File: config.mk
export PLATFORM = sky130hd
export DESIGN_NAME = arbiter_rr_burst
export DESIGN_NICKNAME = d
export VERILOG_FILES = /design/src/rtl/arbiter_pkg.sv /design/src/rtl/rr_priority_select.sv /design/src/rtl/arbiter_rr_burst.sv
export SDC_FILE = /design/constraint.sdc
export NUM_CORES = 1
export LEC_CHECK = 0
export BUFFER_PORTS_ARGS = -buffer_cell sky130_fd_sc_hd__buf_2
export CORE_MARGIN = 2
export CORE_UTILIZATION = 41
export DETAILED_ROUTE_END_ITERATION = 16
export HOLD_SLACK_MARGIN = 0.1
export PLACE_DENSITY = 0.85
export SETUP_SLACK_MARGIN = 0.15
export SLEW_MARGIN = 30
export SYNTH_ARGS = -nofsm -noshare
export SYNTH_HDL_FRONTEND = slang
export SYNTH_HIERARCHICAL = 1
export SYNTH_SLANG_ARGS = --single-unit
File: constraint.sdc
create_clock -name clk -period 1.4 [get_ports clk]
set_input_delay 0.14 -clock clk [delete_from_list [all_inputs] [get_ports clk]]
set_output_delay 0.14 -clock clk [all_outputs]
set_load 0.02 [all_outputs]
File: src/rtl/arbiter_pkg.sv
// Shared types and the rotating-priority helper for the burst round-robin arbiter.
package arbiter_pkg;

  // Arbiter FSM: IDLE picks a new winner, LOCKED holds the channel for a burst.
  typedef enum logic {
    ARB_IDLE   = 1'b0,
    ARB_LOCKED = 1'b1
  } arb_state_t;

  // Widest requester vector the helper handles; callers cast down to N.
  localparam int ARB_MAX_N = 32;
  localparam int ARB_IDX_W = 5;

  // Return a one-hot grant for the first set bit of req, scanning ptr, ptr+1, ...
  // and wrapping at n by explicit compare so non-power-of-two n works.
  function automatic logic [ARB_MAX_N-1:0] rr_select(
    input logic [ARB_MAX_N-1:0] req,
    input int unsigned          ptr,
    input int unsigned          n
  );
    logic [ARB_MAX_N-1:0] grant;
    logic                 found;
    int unsigned          idx;
    grant = '0;
    found = 1'b0;
    for (int unsigned k = 0; k < ARB_MAX_N; k++) begin
      if (k < n) begin
        idx = ptr + k;
        if (idx >= n) idx = idx - n;
        if (!found && req[ARB_IDX_W'(idx)]) begin
          grant[ARB_IDX_W'(idx)] = 1'b1;
          found = 1'b1;
        end
      end
    end
    return grant;
  endfunction

endpackage

File: src/rtl/rr_priority_select.sv
// Combinational rotating-priority picker: one-hot grant plus its index.
module rr_priority_select
  import arbiter_pkg::*;
#(
  parameter int N = 2,
  localparam int IDW = $clog2(N)
) (
  input  logic [N-1:0]   req,
  input  logic [IDW-1:0] ptr,
  output logic [N-1:0]   grant,
  output logic [IDW-1:0] grant_id
);

  // Pick the first requester at or after ptr and encode its index.
  always_comb begin
    grant    = N'(rr_select(ARB_MAX_N'(req), 32'(ptr), N));
    grant_id = '0;
    for (int i = 0; i < N; i++) begin
      if (grant[i]) grant_id = IDW'(i);
    end
  end

endmodule

File: src/rtl/arbiter_rr_burst.sv
// Burst-granular round-robin arbiter with a registered output stage.
// Handshake: a beat moves on a port in any cycle where valid and ready are both
// high; a requester holds valid/data stable until accepted, and ready never
// depends on that port's own data.
// Optional macro ARBITER_RR_BURST_MAXLEN_EN bounds bursts to MAX_BEATS beats and
// adds the `overrun` pulse output.
module arbiter_rr_burst
  import arbiter_pkg::*;
#(
  parameter int DWIDTH            = 16,
  parameter int N                 = 2,
  parameter int INIT_HIGHEST_PRIO = 0
`ifdef ARBITER_RR_BURST_MAXLEN_EN
  , parameter int MAX_BEATS       = 16
`endif
  , localparam int IDW            = $clog2(N)
) (
  input  logic              clk,
  input  logic              rst,
  input  logic              in_valid [N-1:0],
  input  logic [DWIDTH-1:0] in_data  [N-1:0],
  input  logic              in_last  [N-1:0],
  output logic              in_ready [N-1:0],
  output logic              out_valid,
  output logic [DWIDTH-1:0] out_data,
  output logic              out_last,
  output logic [IDW-1:0]    out_id,
  input  logic              out_ready,
  output arb_state_t        dbg_state
`ifdef ARBITER_RR_BURST_MAXLEN_EN
  , output logic            overrun
`endif
);

  arb_state_t        state_q, state_d;
  logic [IDW-1:0]    ptr_q, ptr_d;
  logic [IDW-1:0]    lock_id_q, lock_id_d;
  logic              out_valid_q, out_valid_d;
  logic [DWIDTH-1:0] out_data_q, out_data_d;
  logic              out_last_q, out_last_d;
  logic [IDW-1:0]    out_id_q, out_id_d;

  logic [N-1:0]      req, sel_grant, grant;
  logic [IDW-1:0]    sel_id, win_id;
  logic              can_load, accept, win_last, beat_last;

  // Flatten the request valids for the picker.
  always_comb begin
    for (int i = 0; i < N; i++) req[i] = in_valid[i];
  end

  rr_priority_select #(.N(N)) u_sel (
    .req      (req),
    .ptr      (ptr_q),
    .grant    (sel_grant),
    .grant_id (sel_id)
  );

  // Grant source (picker in IDLE, locked owner otherwise) and the input handshake.
  always_comb begin
    can_load = ~out_valid_q | out_ready;
    grant    = sel_grant;
    win_id   = sel_id;
    if (state_q == ARB_LOCKED) begin
      grant            = '0;
      grant[lock_id_q] = 1'b1;
      win_id           = lock_id_q;
    end
    for (int i = 0; i < N; i++) in_ready[i] = can_load & grant[i] & ~rst;
    accept   = can_load & ~rst & (|(grant & req));
    win_last = in_last[win_id];
  end

`ifdef ARBITER_RR_BURST_MAXLEN_EN
  localparam int CNTW = $clog2(MAX_BEATS + 1);
  logic [CNTW-1:0] cnt_q, cnt_d;
  logic            overrun_q, overrun_d;
  logic            force_last;

  // Count beats in the current burst and force a close at MAX_BEATS.
  always_comb begin
    force_last = (cnt_q == CNTW'(MAX_BEATS - 1));
    beat_last  = win_last | force_last;
    cnt_d      = cnt_q;
    overrun_d  = 1'b0;
    if (accept) begin
      cnt_d     = beat_last ? '0 : cnt_q + CNTW'(1);
      overrun_d = force_last & ~win_last;
    end
  end
`else
  assign beat_last = win_last;
`endif

  // FSM, priority rotation and output register next-state.
  always_comb begin
    state_d     = state_q;
    ptr_d       = ptr_q;
    lock_id_d   = lock_id_q;
    out_valid_d = out_valid_q;
    out_data_d  = out_data_q;
    out_last_d  = out_last_q;
    out_id_d    = out_id_q;
    if (accept) begin
      out_valid_d = 1'b1;
      out_data_d  = in_data[win_id];
      out_last_d  = beat_last;
      out_id_d    = win_id;
      if (beat_last) begin
        state_d = ARB_IDLE;
        ptr_d   = (win_id == IDW'(N - 1)) ? '0 : win_id + IDW'(1);
      end else begin
        state_d   = ARB_LOCKED;
        lock_id_d = win_id;
      end
    end else if (out_ready) begin
      out_valid_d = 1'b0;
    end
  end

  // State registers with synchronous reset.
  always_ff @(posedge clk) begin
    if (rst) begin
      state_q     <= ARB_IDLE;
      ptr_q       <= IDW'(INIT_HIGHEST_PRIO);
      lock_id_q   <= '0;
      out_valid_q <= 1'b0;
      out_data_q  <= '0;
      out_last_q  <= 1'b0;
      out_id_q    <= '0;
`ifdef ARBITER_RR_BURST_MAXLEN_EN
      cnt_q       <= '0;
      overrun_q   <= 1'b0;
`endif
    end else begin
      state_q     <= state_d;
      ptr_q       <= ptr_d;
      lock_id_q   <= lock_id_d;
      out_valid_q <= out_valid_d;
      out_data_q  <= out_data_d;
      out_last_q  <= out_last_d;
      out_id_q    <= out_id_d;
`ifdef ARBITER_RR_BURST_MAXLEN_EN
      cnt_q       <= cnt_d;
      overrun_q   <= overrun_d;
`endif
    end
  end

  assign out_valid = out_valid_q;
  assign out_data  = out_data_q;
  assign out_last  = out_last_q;
  assign out_id    = out_id_q;
  assign dbg_state = state_q;
`ifdef ARBITER_RR_BURST_MAXLEN_EN
  assign overrun   = overrun_q;
`endif

endmodule

==> flow_metrics.env <==
export IMPL_yosysWarnings=6
export IMPL_grt_first_pass_wirelength_um=5840
export IMPL_drt_first_pass_iters=4
export IMPL_start_util_pct=44.0
export IMPL_violations="negative setup slack"
export IMPL_grt_pass1_vias=1276
export IMPL_vias_per_cell=5.62
export IMPL_coreArea_um2=2830
export IMPL_hp_start="in_last[0]"
export IMPL_synth_fp_nets=158
export IMPL_period_share_pct=111
export IMPL_crit_arrival_ns=1.74
export IMPL_r2r_end="lock_id_q"
export IMPL_die_x_um=59.1
export IMPL_reg2reg_from="ptr_q"
export IMPL_synthArstFlopShare_pct=0
export IMPL_layout_nets=236
export IMPL_avgRoutedWirePerCell_um=18.1
export IMPL_ys_types=33
export IMPL_finalHoldViolCount=0
export IMPL_place_congestion=0.814
export IMPL_io_pins=61
export IMPL_die_area_um2=3490
export IMPL_synth_largest_area_cell="dfxtp_1"
export IMPL_synth_seq_cells=22
export IMPL_num_antenna_cells=0
export IMPL_num_fill_cells=192
export IMPL_critPathCaptureType="flop"
export IMPL_status="finished, violations left"
export IMPL_finalCriticalPeriod_ns=1.55
export IMPL_ir_worst_vdd_mv=0.495
export IMPL_clockBufferDepth=2
export IMPL_ctsHtreeMaxLevel=1
export IMPL_power_mw=1.90
export IMPL_synth_top_area_share_pct=35.4
export IMPL_synth_ff_type="dfxtp_1"
export IMPL_relSlewSlack_pct=79.1
export IMPL_ys_seq_area_share_pct=35.4
export IMPL_clock_sinks=22
export IMPL_cp_required_ns=1.59
export IMPL_cts_tree="built"
export IMPL_synth_area_top_cells="dfxtp_1 35%, a211oi_2 17%, mux2i_1 14%"
export IMPL_hp_class="in -> reg"
export IMPL_antenna_found_initial=0
export IMPL_leakagePower_nw=0.944
export IMPL_finalSetupViolations=23
export IMPL_ff2ff_setup_slack_ns=-0.15
export IMPL_cp_start_kind="flop"
export IMPL_max_cap_violations=0
export IMPL_drc=0
export IMPL_finalClockSkew_ns=0.0199
export IMPL_synth_edf_count=0
export IMPL_tightest_slew_ns=0.307
export IMPL_drive_gt1_share_pct=74.5
export IMPL_synthTopCellsByCount="22 x dfxtp_1, 18 x nor3_1, 17 x a211oi_2, 17 x mux2i_1, 6 x nor2b_1"
export IMPL_fmax_mhz=644
export IMPL_r2r_worst_path_cells=7
export IMPL_hold_slack_ns=0.101
export IMPL_path_clk_slew_ns=0.14
export IMPL_grt_max_degree=21
export IMPL_crit_type="reg -> reg"
export IMPL_rsz0062_at_grt="true"
export IMPL_final_cells=227
export IMPL_crit_fanout=5
export IMPL_slew_viol_final=0
export IMPL_antenna_left=0
export IMPL_grt_overflow=0
export IMPL_dp_cells=215
export IMPL_cts_root_buf="clkbuf_4"
export IMPL_placementRows=19
export IMPL_hold_depth=3
export IMPL_clk_latency_ns=0.33
export IMPL_synth_most_common_cell="dfxtp_1"
export IMPL_num_vias=1276
export IMPL_p_per_area_nw_per_um2=894
export IMPL_portBuffers=60
export IMPL_netlist_area_um2=1240
export IMPL_holdPathEnd="ptr_q"
export IMPL_grt_usage_pct=21.9
export IMPL_cts_hold_repair_buffers=0
export IMPL_cts_buffers=3
export IMPL_drtIter0Drc=36
export IMPL_die_y_um=59.1
export IMPL_wirelength_um=4110
export IMPL_synth_cells=119
export IMPL_dp_hpwl_um=2530
export IMPL_syn2layout_area_growth_pct=70.9
export IMPL_syn_avg_cell_area_um2=10.5
export IMPL_setup_ws_ns=-0.153
-- critical path, cell delays in order, from the launching register on --
cell and delay (ns):
dfxtp_4 0.39, inv_4 0.06, a21boi_4 0.05, mux2_4 0.29, and3_4 0.22, buf_6 0.14, o21ai_4 0.13, o211ai_1 0.13
-- worst max-delay path by stage --
stage,from,to,slack (ns),depth (start not counted)
final,ptr_q,lock_id_q,-0.15,7
after global routing,ptr_q,dbg_state,-0.24,7
after CTS,ptr_q,out_data[8],-0.08,7
after detailed placement,ptr_q,out_data[8],-0.09,7
after global placement,ptr_q,out_last,-0.01,7
after floorplan,ptr_q,dbg_state,-0.04,8
-- timing repair --
action | in CTS | in global routing
setup buffers | 5 | 0
gates cloned | 1 | 2
pin swaps | 4 | 12
gates resized for setup | 24 | 12
endpoints found under the hold margin | 0 | 0
endpoints found under the setup margin | 24 | 25
-- cell type report --
| class | instances | area, um2 | area share, % |
|---|---|---|---|
| Tap cell | 31 | 38.8 | 1.82 |
| Clock buffer | 3 | 22.5 | 1.06 |
| Timing Repair Buffer | 83 | 641 | 30.1 |
| Clock inverter | 1 | 30.0 | 1.41 |
| Multi-Input combinational cell | 85 | 935 | 43.9 |
| Sequential cell | 22 | 450 | 21.2 |
| Inverter | 2 | 10.0 | 0.471 |
-- metal layers --
metal | wire (um) | GRT usage (%) | part of all wire, %
met5 | 0 | 0 | 0
met4 | 53 | 5.84 | 1.3
met3 | 125 | 2.18 | 3.0
met2 | 2330 | 43.0 | 57
met1 | 1600 | 24.7 | 39
-- layout by cell type, fill, tap and decap left out, types with 2 or more instances in the layout --
cell type / netlist / layout
a211oi_2: 17 / 16
a21oi_1: 3 / 3
buf_12: 0 / 6
buf_2: 2 / 57
buf_4: 5 / 9
buf_6: 1 / 8
clkbuf_16: 0 / 2
clkbuf_4: 0 / 3
dfxtp_1: 22 / 18
dfxtp_2: 0 / 2
dfxtp_4: 0 / 2
mux2i_1: 17 / 13
mux2i_2: 1 / 3
mux2i_4: 0 / 2
nor2b_1: 6 / 4
nor3_2: 0 / 16
nor3_4: 0 / 2
o21ai_1: 3 / 2
-- state kept, by name (all words and copies together), names as in the netlist --
| register | flops |
|---|---|
| dbg_state | 1 |
| out_data | 16 |
| out_id | 1 |
| lock_id_q | 1 |
| out_last | 1 |
| ptr_q | 1 |
| out_valid | 1 |
-- logic make-up (layout without fill, tap and decap cells) --
logic type	Yosys count	after routing	synth area share, %
and+or+nand+nor	34	34	16.5
AOI/OAI and AO/OA	32	32	26.2
DFF	22	22	35.4
muxes	19	19	16.0
buffers and inverters	12	89	5.93
-- power breakdown --
part	switching, mW	internal, mW
clock network	0.214	0.290
logic	0.334	0.342
registers	0.0438	0.679
total	0.592	1.31
-- per-stage QoR --
stage	TNS (ns)	setup WS (ns)	util (%)	instance area [um2]
after CTS	-1.24	-0.0809	71.3	2020
after global placement	-0.148	-0.0137	63.6	1800
after detailed placement	-1.25	-0.0917	63.6	1800
final	-2.48	-0.153	75.2	2130
after global routing	-3.64	-0.239	75.2	2130
after floorplan	-0.701	-0.0449	-	1360
Power figures use the tool's default switching activity.
